## config.mk

```make
export PLATFORM = sky130hd
export DESIGN_NAME = if_fetch_ctrl_flat
export DESIGN_NICKNAME = d
export VERILOG_FILES = /design/src/rtl/if_fetch_ctrl_if.sv /design/src/rtl/if_fetch_ctrl.sv /design/src/flat_wrapper.sv
export SDC_FILE = /design/constraint.sdc
export NUM_CORES = 1
export LEC_CHECK = 0
export CAP_MARGIN = 40
export CORE_ASPECT_RATIO = 1.75
export CORE_MARGIN = 10
export CORE_UTILIZATION = 40
export CTS_BUF_LIST = sky130_fd_sc_hd__clkbuf_8
export DETAILED_ROUTE_END_ITERATION = 7
export GPL_TIMING_DRIVEN = 0
export PLACE_DENSITY = 0.82
export REMOVE_ABC_BUFFERS = 1
export SYNTH_ARGS = -nofsm -noshare
export SYNTH_HDL_FRONTEND = slang
export SYNTH_SLANG_ARGS = --single-unit
```

## constraint.sdc

```tcl
create_clock -name clk -period 2.5 [get_ports clk]
set_input_delay 0.25 -clock clk [delete_from_list [all_inputs] [get_ports clk]]
set_output_delay 0.25 -clock clk [all_outputs]
set_load 0.02 [all_outputs]
```

## src/rtl/if_fetch_ctrl_if.sv

```systemverilog
// ----------------------------------------------------------------------------
// if_fetch_ctrl_if
//   Request/acknowledge bus between the IF fetch sequencer and a
//   variable-latency instruction memory.
//
//   Signals:
//     req    fetch request at the current PC (sequencer -> memory)
//     ack    read data valid this cycle    (memory -> sequencer)
//     rdata  instruction word, valid when ack=1 (memory -> sequencer)
//
//   Modports:
//     master  the fetch sequencer
//     slave   the instruction memory
// ----------------------------------------------------------------------------
interface if_fetch_ctrl_if #(
  parameter int WIDTH = 32
);
  logic             req;
  logic             ack;
  logic [WIDTH-1:0] rdata;

  modport master (output req, input ack, input rdata);
  modport slave  (input req, output ack, output rdata);
endinterface

```

## src/rtl/if_fetch_ctrl.sv

```systemverilog
// ----------------------------------------------------------------------------
// if_fetch_ctrl
//   Fetch sequencer for the IF stage. It drives the PC load enable and the
//   next-PC select, and handshakes with a variable-latency instruction memory.
//   A word that arrives while ID is frozen is parked in a hold register. On a
//   taken branch, any fetch still in flight is drained and discarded.
//
//   Ports:
//     clk            system clock, rising edge
//     rst            synchronous reset, active-high
//     imem           instruction memory bus (master side: req out; ack, rdata in)
//     i_freeze       ID stall request; IF/ID must not load
//     i_br_taken     branch resolved taken in EXE; redirect fetch
//     o_pc_write     PC register load enable
//     o_pc_sel       next-PC select: 0 = PC+4, 1 = branch target
//     o_if_valid     IF/ID load enable; the instruction is valid
//     o_if_flush     clear IF/ID to a bubble
//     o_instruction  word presented to IF/ID
//     o_timeout      sticky flag: MAX_WAIT cycles passed without an ack
// ----------------------------------------------------------------------------
module if_fetch_ctrl #(
  parameter int WIDTH    = 32,
  parameter int MAX_WAIT = 15,
  parameter int CNT_W    = 4
) (
  input  logic              clk,
  input  logic              rst,
  if_fetch_ctrl_if.master   imem,
  input  logic              i_freeze,
  input  logic              i_br_taken,
  output logic              o_pc_write,
  output logic              o_pc_sel,
  output logic              o_if_valid,
  output logic              o_if_flush,
  output logic [WIDTH-1:0]  o_instruction,
  output logic              o_timeout
);

  typedef enum logic [1:0] {S_IDLE, S_FETCH, S_HOLD, S_DRAIN} state_t;

  state_t             r_state;
  state_t             w_next;
  logic [WIDTH-1:0]   r_hold;
  logic [CNT_W-1:0]   r_wait_cnt;
  logic [CNT_W-1:0]   w_cnt_next;
  logic               r_timeout;
  logic               w_load_hold;

  localparam logic [CNT_W-1:0] CntMax = CNT_W'(MAX_WAIT);

  // Next state and Mealy outputs. The priority is: branch, then ack, then
  // freeze. While rst is high, every output is forced to 0, even though the
  // state register has not yet returned to IDLE.
  always_comb begin
    // NOTE: every signal gets a default before the case statement. Without it,
    // any path that skips an assignment infers a latch.
    w_next        = r_state;
    w_load_hold   = 1'b0;
    imem.req      = 1'b0;
    o_pc_write    = 1'b0;
    o_pc_sel      = 1'b0;
    o_if_valid    = 1'b0;
    o_if_flush    = 1'b0;
    o_instruction = '0;

    if (!rst) begin
      unique case (r_state)
        S_IDLE: w_next = S_FETCH;

        S_FETCH: begin
          imem.req      = 1'b1;
          o_instruction = imem.rdata;
          if (i_br_taken) begin
            o_pc_write = 1'b1;
            o_pc_sel   = 1'b1;
            o_if_flush = 1'b1;
            // If the ack arrives with the branch, it completes the old fetch
            // now and nothing is left outstanding. Otherwise, the pending
            // response still has to be drained.
            w_next     = imem.ack ? S_FETCH : S_DRAIN;
          end else if (imem.ack && !i_freeze) begin
            o_if_valid = 1'b1;
            o_pc_write = 1'b1;
          end else if (imem.ack) begin
            w_load_hold = 1'b1;
            w_next      = S_HOLD;
          end
        end

        S_HOLD: begin
          o_instruction = r_hold;
          if (i_br_taken) begin
            o_pc_write = 1'b1;
            o_pc_sel   = 1'b1;
            o_if_flush = 1'b1;
            w_next     = S_FETCH;
          end else if (!i_freeze) begin
            o_if_valid = 1'b1;
            o_pc_write = 1'b1;
            w_next     = S_FETCH;
          end
        end

        S_DRAIN: begin
          // The data shown here belongs to the discarded fetch. It never
          // reaches IF/ID because if_valid stays low.
          o_instruction = imem.rdata;
          if (i_br_taken) begin
            o_pc_write = 1'b1;
            o_pc_sel   = 1'b1;
            o_if_flush = 1'b1;
          end
          if (imem.ack) w_next = S_FETCH;
        end

        default: w_next = S_IDLE;
      endcase
    end
  end

  // The wait counter clears on an ack and on any state change. It counts only
  // cycles in which a response is outstanding and absent, and it saturates at
  // MAX_WAIT.
  always_comb begin
    w_cnt_next = r_wait_cnt;
    if (imem.ack || (w_next != r_state)) begin
      w_cnt_next = '0;
    end else if ((r_state == S_FETCH || r_state == S_DRAIN) && (r_wait_cnt != CntMax)) begin
      w_cnt_next = r_wait_cnt + CNT_W'(1);
    end
  end

  always_ff @(posedge clk) begin
    if (rst) begin
      // NOTE: sequential state is written with non-blocking assignments so
      // that every register samples pre-edge values.
      r_state    <= S_IDLE;
      r_wait_cnt <= '0;
      r_timeout  <= 1'b0;
      // NOTE: the hold register is reset as well. This makes the word shown in
      // HOLD deterministic even though it is only read after a load.
      r_hold     <= '0;
    end else begin
      r_state    <= w_next;
      r_wait_cnt <= w_cnt_next;
      if (w_load_hold)         r_hold    <= imem.rdata;
      if (w_cnt_next == CntMax) r_timeout <= 1'b1;
    end
  end

  assign o_timeout = r_timeout & ~rst;

endmodule
```

## src/flat_wrapper.sv

```systemverilog
// flat-port wrapper written by rule: the top's interface ports become plain ports
module if_fetch_ctrl_flat 
#(
  parameter int WIDTH    = 32,
  parameter int MAX_WAIT = 15,
  parameter int CNT_W    = 4
)
  (clk, rst, i_freeze, i_br_taken, o_pc_write, o_pc_sel, o_if_valid, o_if_flush, o_instruction, o_timeout, imem_req, imem_ack, imem_rdata);
  if_fetch_ctrl_if #(.WIDTH(WIDTH)) imem_i ();
  input  logic clk;
  input  logic rst;
  input  logic i_freeze;
  input  logic i_br_taken;
  output logic o_pc_write;
  output logic o_pc_sel;
  output logic o_if_valid;
  output logic o_if_flush;
  output logic [WIDTH-1:0] o_instruction;
  output logic o_timeout;
  output wire logic [$bits(imem_i.req)-1:0] imem_req;
  input wire logic [$bits(imem_i.ack)-1:0] imem_ack;
  input wire logic [$bits(imem_i.rdata)-1:0] imem_rdata;
  assign imem_req = imem_i.req;
  assign imem_i.ack = imem_ack;
  assign imem_i.rdata = imem_rdata;
  if_fetch_ctrl #(.WIDTH(WIDTH), .MAX_WAIT(MAX_WAIT), .CNT_W(CNT_W)) u_core (.clk(clk), .rst(rst), .imem(imem_i), .i_freeze(i_freeze), .i_br_taken(i_br_taken), .o_pc_write(o_pc_write), .o_pc_sel(o_pc_sel), .o_if_valid(o_if_valid), .o_if_flush(o_if_flush), .o_instruction(o_instruction), .o_timeout(o_timeout));
endmodule
```

[Word-level counts from Yosys, hierarchy flattened]
Index checks and enable logic that the tools add are counted.
Word-level totals
  bits in registers: 39
  bits of input ports: 37
  output and inout bits: 38
  logic and storage cells: 54
Cells by class
  add/subtract/negate cells: 1
  eq/ne operators: 6
  multiplexer cells: 33
  bitwise gates (word level): 2
  reductions and logical operators: 8
Operator list (count)
  one-hot mux 32 bit (2 select lines): 1
  2-to-1 mux 32 bit: 1
  2-to-1 mux 1 bit: 18
  2-to-1 mux 2 bit: 8
  2-to-1 mux 4 bit: 2
  one-hot mux 2 bit (4 select lines): 1
  adder 4 x 1 -> 4 bit, second input constant: 1
  equality test 2 bit, second input constant: 2
  equality test 4 bit, second input constant: 1
  inequality test 4 bit, second input constant: 1
  one-hot mux 1 bit (3 select lines): 1
  OR reduction 3 bit: 1
  equality test 2 x 1 -> 1 bit, second input constant: 1
  logical AND 1 bit: 2
  logical NOT 2 bit: 1
  logical OR 1 bit: 2
  inequality test 2 bit: 1
  one-hot mux 1 bit (2 select lines): 1
  OR reduction 2 bit: 1
  AND 1 bit: 1
  logical NOT 1 bit: 1
  inverter 1 bit: 1

[Logic depth before layout (Yosys ltp)]
  word-level depth: 10
  gate-level depth with buffers: 10
  gate-level depth less buffers: 7

[Worst setup path before layout]
No wires, ideal clock.
  path type: register to output
  from: register u_core.r_state[0]
  to: output o_pc_sel
  data arrival time: 2.367 ns
  required time: 2.250 ns
  path slack: -0.117 ns
  stages on the path, launching flop included: 10
  path buffers: 5
  cell sequence: dfxtp_1 -> clkbuf_8 -> clkbuf_1 -> inv_1 -> ha_1 -> or2_2 -> clkbuf_1 -> clkbuf_1 -> nor2_1 -> buf_4
On the way
  longest elaborated chain between the ends: 4
  elaborated cells between the ends (all ways): 6
  classes of those cells: 3 x eq/ne; 2 x mux; 1 x reduce/logical
RTL lines
  start: declaration: line if_fetch_ctrl.sv:41  | state_t r_state;
  start signal: assignment: line if_fetch_ctrl.sv:144  | r_state <= w_next;
  equality test 2 bit or equality test 2 x 1 -> 1 bit (tied branches)
  OR reduction 3 bit (no line) *
  2-to-1 mux 1 bit * (2 in series)
  end: declaration: line flat_wrapper.sv:15  | output logic o_pc_sel;
Mark *: on every way between the ends. The rest lies on a longest branch, timed or not.

[Final worst setup path]
  from: register u_core.r_state[0]
  to: output o_instruction[25]
On the way
  longest elaborated chain between the ends: 4
  elaborated cells between the ends (all ways): 6
  classes of those cells: 3 x eq/ne; 2 x mux; 1 x reduce/logical
RTL lines
  equality test 2 bit or equality test 2 x 1 -> 1 bit (tied branches): line if_fetch_ctrl.sv:67  | unique case (r_state)
  OR reduction 2 bit (no line)
  one-hot mux 32 bit (2 select lines) *: line if_fetch_ctrl.sv:67
  2-to-1 mux 32 bit *: line if_fetch_ctrl.sv:66  | if (!rst) begin
  end: declaration: line flat_wrapper.sv:18  | output logic [WIDTH-1:0] o_instruction;
Marks and branches as above.

==> metrics.yaml <==
syn_to_final_growth_pct: 40.9
worst_slew_pin_slew_ns: 0.699
rr_worst_depth: 8
cp_cell_sequence: "buf_16, inv_1, ha_1, or2_4, nor2_1, dlygate4sd2_1"
relSlewSlack_pct: 53.4
globalRouteTotalUtil_pct: 15.4
drc: 0
finalClockSkew_ns: 0.00257
cts_buffers: 5
r2r_start: "u_core.r_state[0]$_SDFF_PP0_"
hold_viol: 0
drive_above_1_share_pct: 6.46
leakage_nw: 1.22
via_per_inst: 5.30
cts_tree: "built"
regArea_um2: 785
cpPeakStageDelay_ns: 0.37
max-cap-violations: 0
finalCriticalPeriod_ns: 2.34
max_freq_mhz: 428
required_ns: 2.25
grt.overflow.total: 0
clk_pin_slew_ns: 0.08
finalSetupTns_ns: 0
layout_common_cells: "nor2_1, nand2_1, dfxtp_1"
grt_pass1_wl_mm: 11.0
hpwl_mm: 4.72
first_pass_iters: 4
whs_path_depth: 2
cp_data_arrival_time_ns: 2.09
status: "complete, no violations"
cp_top_family: "buffers and inverters"
ys_ff_latch: 39
initial_core_util_pct: 41.3
worst-setup-path-type: "register to output pin"
die-area_mm2: 0.00894
synthesis.area_mm2: 0.00219
reg2reg_slack_ns: 0.26
maxSlewViolCount: 0
avgSynthCellArea_um2: 7.51
multi_input_area_mm2: 0.00128
path_max_fanout: 20
ys_warn_count: 0
die_h_um: 118
rows: 35
rsz0062_at_grt: "false"
cts-root-buf: "clkbuf_8"
power_density_mw_per_mm2: 432
worstReg2RegEnd: "u_core.r_timeout$_SDFFE_PP0N_"
port_buffers: 74
routed_wl_mm: 6.67
clkSinkCount: 39
synthCells: 291
clock_latency_ns: 0.29
h-tree-depth: 2
final_common_cell: "nor2_1"
yosysSeqAreaShare_pct: 35.7
min_to: "u_core.r_hold[12]$_SDFFE_PP0P_"
start_kind: "register"
yosysUniqueCellTypes: 31
cp_num_buf_inv: 3
core-area_mm2: 0.00530
ir_drop_mv: 0.358
io_pins: 75
first_iter_violations: 254
vias: 2280
finalPower_mw: 1.33
fillers: 480
antenna_found_initial: 0
wl_per_cell_um: 15.5
grt_max_degree: 27
clockBufferDepth: 2
hp-start: "u_core.r_hold[12]$_SDFFE_PP0P_"
worst_setup_path_end_kind: "output pin"
antenna-diode-count: 0
slowest_stage: "dfxtp_4"
grt_pass1_vias: 2269
hp-class: "register to register"
ant_nets: 0
finalSetupViolCount: 0
layout.nets: 398
die_w_um: 75.9
finalCritPeriodShare_pct: 93.5
gp_congestion: 0.779
## final cells by class
| class | instances | area share, % |
|---|---|---|
| well taps | 74 | 3.01 |
| clock inverters | 3 | 0.406 |
| multi-input cells | 224 | 41.7 |
| repair buffers | 80 | 26.6 |
| clock buffers | 5 | 2.23 |
| flip-flops and latches | 39 | 25.5 |
| inverters | 5 | 0.610 |
## cells by family after synthesis
kind of cell	synth area share, %
AOI/OAI and AO/OA	23.9
xor gates and xnor gates	0.802
adders and majority gates	3.43
buffers and inverters	6.93
DFF	35.7
muxes	0.458
and+or+nand+nor	28.8
## through the flow
stage               util [%]  cells  worst slack [ns]  area (µm²)  hold WS (ns)
CTS                     58.1    430            0.0240        3080         0.477
detailed placement      56.7    420            -0.652        3010         0.464
global placement        54.5    415             -2.31        2890         0.460
finish                  58.1    430             0.162        3080         0.475
global route            58.1    430            0.0411        3080         0.489
floorplan                  -    267            -0.939        2050         0.322
## how the worst max path moves through the flow
stage / to / startpoint / slack [ns] / depth (start not counted)
finish: o_instruction[25] / u_core.r_state[0]$_SDFF_PP0_ / 0.16 / 6
global route: o_instruction[25] / u_core.r_state[0]$_SDFF_PP0_ / 0.04 / 6
CTS: o_if_valid / u_core.r_state[0]$_SDFF_PP0_ / 0.02 / 6
detailed placement: o_pc_sel / u_core.r_state[0]$_SDFF_PP0_ / -0.65 / 6
global placement: u_core.r_hold[4]$_SDFFE_PP0P_ / u_core.r_state[0]$_SDFF_PP0_ / -2.31 / 4
floorplan: u_core.r_hold[0]$_SDFFE_PP0P_ / u_core.r_state[0]$_SDFF_PP0_ / -0.94 / 4
## power by group
part	switching (mW)	internal, mW	total (mW)
Clock	0.221	0.188	0.409
Combinational	0.140	0.137	0.277
Sequential	0.00899	0.634	0.643
## repair_timing
| action | in CTS | in global routing |
|---|---|---|
| gates cloned | 1 | 0 |
| setup buffers | 1 | 0 |
| hold buffers | 0 | 0 |
| setup endpoints to repair | 68 | 1 |
| gates resized for setup | 42 | 1 |
| pin swaps | 1 | 0 |
## tightest hold or removal path, stage by stage (launching register included)
cell,delay (ns)
dfxtp_1,0.31
nand2b_1,0.06
o21ai_0,0.06
## sequential cells by signal, indices dropped and copies added, names as in the netlist
register / count
u_core.r_hold: 32
u_core.r_state: 2
u_core.r_timeout: 1
u_core.r_wait_cnt: 4
## Yosys cell counts
| cell | count | share of area (%) |
|---|---|---|
| a21oi_1 | 6 | 1.4 |
| a22oi_1 | 32 | 11 |
| a2bb2oi_1 | 1 | 0.40 |
| a31oi_1 | 1 | 0.29 |
| buf_4 | 2 | 0.69 |
| buf_6 | 2 | 1.0 |
| clkbuf_1 | 18 | 3.1 |
| clkbuf_8 | 2 | 1.3 |
| dfxtp_1 | 39 | 36 |
| ha_1 | 6 | 3.4 |
| inv_1 | 5 | 0.86 |
| mux2i_1 | 1 | 0.46 |
| nand2_1 | 38 | 6.5 |
| nand2b_1 | 35 | 10 |
| nand3_1 | 3 | 0.69 |
| nor2_1 | 44 | 7.6 |
| nor2b_1 | 1 | 0.29 |
| nor3_1 | 3 | 0.69 |
| nor3_2 | 1 | 0.46 |
| nor4_1 | 1 | 0.29 |
| nor4_2 | 1 | 0.57 |
| o211ai_2 | 1 | 0.57 |
| o21ai_0 | 35 | 8.0 |
| o22ai_1 | 1 | 0.29 |
| o31a_1 | 1 | 0.40 |
| o32ai_1 | 2 | 0.80 |
| o32ai_2 | 1 | 0.74 |
| or2_2 | 4 | 1.1 |
| or3_1 | 2 | 0.57 |
| xnor2_1 | 1 | 0.40 |
| xor2_1 | 1 | 0.40 |
## routing by layer
layer	vias up	share of wire, %	track usage [%]
met5	-	0	0
met4	0	2.6	6.66
met3	12	4.1	3.12
met2	67	54	27.1
met1	1081	39	16.7
li1	1120	-	-
Power figures use the tool's default switching activity.
